File: src/rtl/clock_meas_pkg.sv
// Shared definitions for the clock period meter and its helpers.
//   meas_state_t        : measurement FSM states
//   DEFAULT_SYNC_STAGES : default depth of the input synchronizer
//   DEFAULT_CNT_WIDTH   : default width of the period/high counters
//   cnt_max()           : largest value a counter of the given width can hold
package clock_meas_pkg;

  typedef enum logic [1:0] {
    IDLE    = 2'd0,
    ARM     = 2'd1,
    MEASURE = 2'd2
  } meas_state_t;

  localparam int DEFAULT_SYNC_STAGES = 2;
  localparam int DEFAULT_CNT_WIDTH   = 16;

  function automatic longint unsigned cnt_max(input int unsigned width);
    return (64'd1 << width) - 64'd1;
  endfunction

endpackage

File: src/rtl/sync_rise_detect.sv
// Synchronizes an asynchronous input into the clk domain and flags its
// rising edges.
//   clk      : system clock, rising edge
//   rst      : asynchronous, active-high reset
//   async_in : input asynchronous to clk
//   level    : synchronized copy of async_in (SYNC_STAGES flops deep)
//   rise     : high for one cycle when level goes 0 -> 1
// SYNC_STAGES must be at least 2.
module sync_rise_detect
  import clock_meas_pkg::*;
#(
  parameter int SYNC_STAGES = DEFAULT_SYNC_STAGES
) (
  input  logic clk,
  input  logic rst,
  input  logic async_in,
  output logic level,
  output logic rise
);

  logic [SYNC_STAGES-1:0] sync_q;
  logic                   level_d;

  always_ff @(posedge clk or posedge rst) begin
    if (rst) begin
      sync_q  <= '0;
      level_d <= 1'b0;
    end else begin
      sync_q  <= {sync_q[SYNC_STAGES-2:0], async_in};
      level_d <= sync_q[SYNC_STAGES-1];
    end
  end

  assign level = sync_q[SYNC_STAGES-1];
  assign rise  = level & ~level_d;

endmodule

File: src/rtl/clock_period_meter.sv
// Measures period and high time of a clock-like signal in clk cycles.
//   clk       : system clock, rising edge
//   rst       : asynchronous, active-high reset
//   enable    : 1 = measure, 0 = idle
//   sig_in    : signal under measurement (asynchronous to clk)
//   period    : last measured period in clk cycles
//   high_time : last measured high time in clk cycles
//   valid     : one-cycle pulse when period/high_time update
//   timeout   : level, no rising edge seen within the counter range
//   busy      : 1 while in ARM or MEASURE
// valid is a plain strobe with no backpressure: period/high_time are stable
// from the cycle valid pulses until the next pulse.
module clock_period_meter
  import clock_meas_pkg::*;
#(
  parameter int CNT_WIDTH   = DEFAULT_CNT_WIDTH,
  parameter int SYNC_STAGES = DEFAULT_SYNC_STAGES
) (
  input  logic                 clk,
  input  logic                 rst,
  input  logic                 enable,
  input  logic                 sig_in,
  output logic [CNT_WIDTH-1:0] period,
  output logic [CNT_WIDTH-1:0] high_time,
  output logic                 valid,
  output logic                 timeout,
  output logic                 busy
);

  localparam logic [CNT_WIDTH-1:0] CNT_MAX = CNT_WIDTH'(cnt_max(CNT_WIDTH));
  localparam logic [CNT_WIDTH-1:0] CNT_ONE = CNT_WIDTH'(1);

  logic s;
  logic rise;

  sync_rise_detect #(
    .SYNC_STAGES(SYNC_STAGES)
  ) u_sync (
    .clk     (clk),
    .rst     (rst),
    .async_in(sig_in),
    .level   (s),
    .rise    (rise)
  );

  meas_state_t          state, state_n;
  logic [CNT_WIDTH-1:0] cnt, cnt_n;
  logic [CNT_WIDTH-1:0] hcnt, hcnt_n;
  logic [CNT_WIDTH-1:0] period_n, high_time_n;
  logic                 valid_n, timeout_n;

  always_ff @(posedge clk or posedge rst) begin
    if (rst) begin
      state     <= IDLE;
      cnt       <= '0;
      hcnt      <= '0;
      period    <= '0;
      high_time <= '0;
      valid     <= 1'b0;
      timeout   <= 1'b0;
    end else begin
      state     <= state_n;
      cnt       <= cnt_n;
      hcnt      <= hcnt_n;
      period    <= period_n;
      high_time <= high_time_n;
      valid     <= valid_n;
      timeout   <= timeout_n;
    end
  end

  always_comb begin
    state_n     = state;
    cnt_n       = cnt;
    hcnt_n      = hcnt;
    period_n    = period;
    high_time_n = high_time;
    valid_n     = 1'b0;
    timeout_n   = timeout;

    // Dropping enable wins over everything, including a coincident rise.
    if (!enable) begin
      state_n   = IDLE;
      cnt_n     = '0;
      hcnt_n    = '0;
      timeout_n = 1'b0;
    end else begin
      case (state)
        IDLE: begin
          state_n = ARM;
          cnt_n   = '0;
          hcnt_n  = '0;
        end
        ARM: begin
          // The rise cycle is itself high and is the first cycle of the window.
          if (rise) begin
            state_n = MEASURE;
            cnt_n   = CNT_ONE;
            hcnt_n  = CNT_ONE;
          end
        end
        MEASURE: begin
          if (rise) begin
            period_n    = cnt;
            high_time_n = hcnt;
            valid_n     = 1'b1;
            timeout_n   = 1'b0;
            cnt_n       = CNT_ONE;
            hcnt_n      = CNT_ONE;
          end else if (cnt == CNT_MAX) begin
            // Counter full with no edge: give up on this window and rearm.
            // hcnt never exceeds cnt, so it cannot overflow either.
            state_n   = ARM;
            timeout_n = 1'b1;
          end else begin
            cnt_n  = cnt + CNT_ONE;
            hcnt_n = hcnt + {{(CNT_WIDTH-1){1'b0}}, s};
          end
        end
        default: state_n = IDLE;
      endcase
    end
  end

  assign busy = (state != IDLE);

endmodule

File: config.mk
export PLATFORM = sky130hd
export DESIGN_NAME = clock_period_meter
export DESIGN_NICKNAME = d
export VERILOG_FILES = /design/src/rtl/clock_meas_pkg.sv /design/src/rtl/sync_rise_detect.sv /design/src/rtl/clock_period_meter.sv
export SDC_FILE = /design/constraint.sdc
export NUM_CORES = 1
export LEC_CHECK = 0
export CAP_MARGIN = 0
export CORE_ASPECT_RATIO = 1.75
export CORE_UTILIZATION = 40
export DETAILED_ROUTE_END_ITERATION = 12
export PLACE_DENSITY = 0.69
export SYNTH_ARGS = -nofsm -noshare
export SYNTH_HDL_FRONTEND = slang
export SYNTH_SLANG_ARGS = --single-unit
File: constraint.sdc
create_clock -name clk -period 4.86 [get_ports clk]
set_input_delay 1.215 -clock clk [delete_from_list [all_inputs] [get_ports clk]]
set_output_delay 1.215 -clock clk [all_outputs]
set_load 0.02 [all_outputs]
==> impl_metrics.yaml, run 1 <==
status:
  status: "completed"
placed_design:
  dp_hpwl_mm: 4.758
  io_buffers: 38
  place_ws_ps: 1460
  place.gp.congestion: 0.8470
  dpl_cell_area_um2: 3709
yosys:
  synth-edff-count: 0
  syn-num-nets: 323
  synth_cell_types: 37
  postSynthCellCount: 313
  syn_area_um2: 3271
  synth.largest_area_cell: "dfrtp_1"
  async_reset_ff_frac: 1.000
  ys_ff_latch: 71
  netlist.area_leader.share: 0.5432
  synthTopCellsByArea: "dfrtp_1 (54%), mux2_2 (10%), o21ai_0 (6.6%)"
  syn_area_per_cell_um2: 10.45
  ys_warn_count: 0
  synth_ff_type: "dfrtp_1"
  ys_seq_area_frac: 0.5432
final_layout:
  layout_common_cells: "dfrtp_1 (71), o21ai_0 (43), clkdlybuf4s50_1 (38)"
  drive_above_1_share: 0.1501
  syn_to_final_growth_pct: 22.99
  fill_cells: 710
  multi_input_area_um2: 1375
  design_area_um2: 4023
  diodes: 0
  fin_nets: 358
  layout_commonest_cell: "dfrtp_1"
  regArea_um2: 1777
critical_path:
  worstPathMaxFanout: 12
  worst_setup_path_start_kind: "primary input"
  crit_type: "primary input to flop"
  crit_path_end_kind: "flop"
  arrival_ps: 3280
  critPathRequiredTime_ps: 5070
clocking:
  htree_levels: 3
  numCtsBuffers: 9
  postCtsHoldBufs: 0
  cts_tree: "done"
  ctsResizeCount: 0
  clockRootBuffer: "clkbuf_16"
  post_cts.repair.setup_buffers: 0
  worstSkewPairLatency_ps: 340
  path_clk_slew_ps: 60
  clk_path_buf_depth: 2
  clock_sinks: 71
die:
  die_y_um: 121.6
  core_region_area_um2: 7909
  die_w_um: 70.36
  ios: 39
  core.rowCount: 43
  start_util: 0.4135
  dieArea_um2: 8557
pwr:
  power_leakage_nw: 1.827
  powerDensity_nw_per_um2: 343.9
  power.total_mw: 1.383
  peakVddDrop_mv: 0.1828
routing:
  drc_errors: 0
  vias: 2524
  wl_per_cell_um: 15.72
  vias_per_cell: 5.698
  firstDrtPassIters: 4
  ant_nets: 0
  finalWirelength_mm: 6.964
  drt_iter0_markers: 125
timing:
  fmax_ghz: 0.3256
  relSlewSlack: 0.2642
  worst_pin_slew_ps: 1104
  finClkSkew_ps: 6.502
  rsz0062_at_grt: "no"
  postLayoutSetupSlackWorst_ps: 1788
  setup_viol: 0
  finalHoldViolations: 0
  drv_slew: 0
  fin_tns_setup_ps: 0
  finalCriticalPeriod_ps: 3072
  fin_crit_sh: 0.6320
run:
  max-cap-violations: 0
global_route:
  antenna_found_initial: 0
  grt_max_degree: 46
  grt.overflow.total: 0
  grt_pass1_wl_mm: 11.74
  grt_pass1_vias: 2486
  grt_usage: 0.1773
worst_hold_path:
  hold_class: "flop to flop"
## report_power, final
part           internal, mW  leakage, nW  switching, mW
clock                 0.447        0.148          0.242
combinational        0.0259        0.695         0.0641
sequential            0.598        0.984        0.00622
## worst max-delay path, stage by stage
cell,delay [ps]
clkdlybuf4s50_1,630
nand2_1,160
or3_1,340
or3_1,530
o311ai_0,410
## per-stage QoR
step	hold WS (ps)	instances	utilization
2_1_floorplan	331.2	313	-
3_3_place_gp	335.1	427	0.4689
3_5_place_dp	344.9	427	0.4689
4_1_cts	358.1	443	0.5086
5_1_grt	364.9	443	0.5086
6_report	358.7	443	0.5086
## logic make-up after synthesis
logic type | after synthesis | synth area share
compound gates | 83 | 0.1526
flops | 71 | 0.5432
simple gates | 97 | 0.1419
buf+inv | 26 | 0.03634
fa+ha+maj | 6 | 0.02295
mux | 30 | 0.1029
## flip-flops by register name (all words and copies together), names as in the netlist, 2 cells and up
signal,flops
hcnt,16
high_time,16
cnt,16
state,2
period,16
u_sync.sync_q,2
## layer usage
metal,share of wire,routed length [µm],GRT usage,vias to the layer above
li1,-,-,-,1210
met1,0.40,2791,0.1907,1241
met2,0.54,3785,0.3113,56
met3,0.035,241,0.04880,17
met4,0.021,146,0.09500,0
met5,0,0,0,-
## synth_stat cells (2+ instances only)
master	count
ha_1	6
buf_2	6
nand3_1	12
dfrtp_1	71
a31oi_1	8
mux2_2	29
and3_1	4
a21oi_1	11
inv_1	6
nand4_1	12
o21ai_0	43
o41ai_1	5
clkbuf_2	2
nand2_1	30
nor2_1	23
nor3_1	6
or3_1	3
o31ai_1	9
clkbuf_1	9
## path summary, 6_finish.rpt
| check | from | endpoint | slack [ps] | cells past startpoint |
|---|---|---|---|---|
| max in group asynchronous | rst | high_time[14] | 2630 | 3 |
| min | u_sync.sync_q[0] | u_sync.sync_q[1] | 360 | 0 |
| min in group asynchronous | rst | high_time[3] | 1240 | 2 |
| min reg2reg | u_sync.sync_q[0] | u_sync.sync_q[1] | 360 | 0 |
| max reg2reg | cnt[0] | cnt[11] | 1980 | 6 |
| max | enable | hcnt[10] | 1790 | 5 |
## cell type report
class | count | share of cell area
flip-flops and latches | 71 | 0.4417
clock buffers | 10 | 0.05692
well taps | 90 | 0.02799
repair buffers | 43 | 0.1039
multi-input cells | 216 | 0.3418
inverters | 7 | 0.006532
clock inverters | 6 | 0.02115
Note: power is estimated with default switching activity, not from simulation.
==> run 2: changes to the inputs <==
clock period = 2.89 ns   (was 4.86 ns; I/O delays follow)
==> impl_metrics.yaml, run 2 (synthesized netlist as in run 1, its figures left out) <==
status:
  status: "completed"
placed_design:
  place_ws_ps: 182.5
  dp_hpwl_mm: 4.680
  place.gp.congestion: 0.7775
  dpl_cell_area_um2: 3744
  dp.cells: 430
  io_buffers: 38
run:
  max-cap-violations: 0
clocking:
  numCtsBuffers: 9
  htree_levels: 3
  cts_tree: "done"
  clk_path_buf_depth: 2
  postCtsHoldBufs: 0
  clockRootBuffer: "clkbuf_16"
  worstSkewPairLatency_ps: 330
  clock_sinks: 71
  ctsResizeCount: 0
  post_cts.repair.setup_buffers: 0
  path_clk_slew_ps: 50
critical_path:
  crit_path_end_kind: "output pin"
  worst_setup_path_start_kind: "flop"
  worstPathCellList: "inv_1 -> ha_1 -> inv_1 -> clkdlybuf4s50_1"
  worstPathMaxFanout: 3
  arrival_ps: 1660
  cp_top_family: "buffers and inverters"
  critPathRequiredTime_ps: 2170
  cpPeakStageDelay_ps: 590
  crit_top_cell: "inv_1"
  crit_type: "flop to output pin"
  slowest_stage: "clkdlybuf4s50_1"
  cp_num_buf_inv: 3
timing:
  finClkSkew_ps: 4.923
  finalCriticalPeriod_ps: 2380
  postLayoutSetupSlackWorst_ps: 510.1
  fin_crit_sh: 0.8235
  drv_slew: 0
  setup_viol: 0
  worst_pin_slew_ps: 653.3
  relSlewSlack: 0.5611
  rsz0062_at_grt: "no"
  finalHoldViolations: 0
  fmax_ghz: 0.4202
  fin_tns_setup_ps: 0
  whs_ps: 346.2
pwr:
  power.total_mw: 2.161
  peakVddDrop_mv: 0.3312
  powerDensity_nw_per_um2: 539.0
  power_leakage_nw: 1.829
global_route:
  antenna_found_initial: 0
  grt_pass1_wl_mm: 11.59
  grt_pass1_vias: 2545
  grt_max_degree: 72
  grt_usage: 0.1741
  grt.overflow.total: 0
final_layout:
  diodes: 0
  drive_above_1_share: 0.1497
  layout_common_cells: "dfrtp_1 (71), o21ai_0 (43), clkdlybuf4s50_1 (38)"
  stdcell_count: 444
  design_area_um2: 4009
  syn_to_final_growth_pct: 22.57
  final_util: 0.5069
  fin_nets: 361
  layout_commonest_cell: "dfrtp_1"
die:
  core_region_area_um2: 7909
  dieArea_um2: 8557
  start_util: 0.4135
  die_w_um: 70.36
  ios: 39
  die_y_um: 121.6
  core.rowCount: 43
routing:
  ant_nets: 0
  finalWirelength_mm: 6.806
  drc_errors: 0
  wl_per_cell_um: 15.33
  firstDrtPassIters: 4
  drt_iter0_markers: 192
  vias: 2535
  vias_per_cell: 5.709
worst_hold_path:
  hold_class: "flop to flop"
run 2: cell type report:
cell class,instances,area (µm²)
Clock inverter,1,5.005
Timing Repair Buffer,46,452.9
Clock buffer,13,260.3
Sequential cell,71,1777
Fill cell,706,3900
Inverter,7,26.28
Multi-Input combinational cell,216,1375
Tap cell,90,112.6
run 2: path summary, 6_finish.rpt:
check	from	to	slack, ps	cells past startpoint
max in group asynchronous	rst	u_sync.level_d	1800	3
min	u_sync.sync_q[0]	u_sync.sync_q[1]	350	0
min reg2reg	u_sync.sync_q[0]	u_sync.sync_q[1]	350	0
max	state[0]	busy	510	4
min in group asynchronous	rst	high_time[6]	780	3
max reg2reg	state[0]	cnt[4]	590	7
run 2: report_power, final:
group	leakage [nW]	internal [mW]	switching, mW	total, mW
Combinational	0.714	0.0505	0.108	0.159
Clock	0.132	0.616	0.369	0.985
Sequential	0.984	1.01	0.0107	1.02
Total	1.83	1.67	0.488	2.16
run 2: per-layer routing:
layer | track usage | part of all wire | up-vias
met1 | 0.1972 | 0.41 | 1240
li1 | - | - | 1219
met3 | 0.04218 | 0.040 | 10
met4 | 0.1000 | 0.022 | 0
met2 | 0.2958 | 0.53 | 66
met5 | 0 | 0 | -
run 2: worst reg2reg max path, delay by kind of cell (launching register included):
kind | cells | cell delay [ps]
DFF | 1 | 390
AOI/OAI and AO/OA | 1 | 80
and+or+nand+nor | 3 | 1280
adders and majority gates | 1 | 260
buffers and inverters | 2 | 190
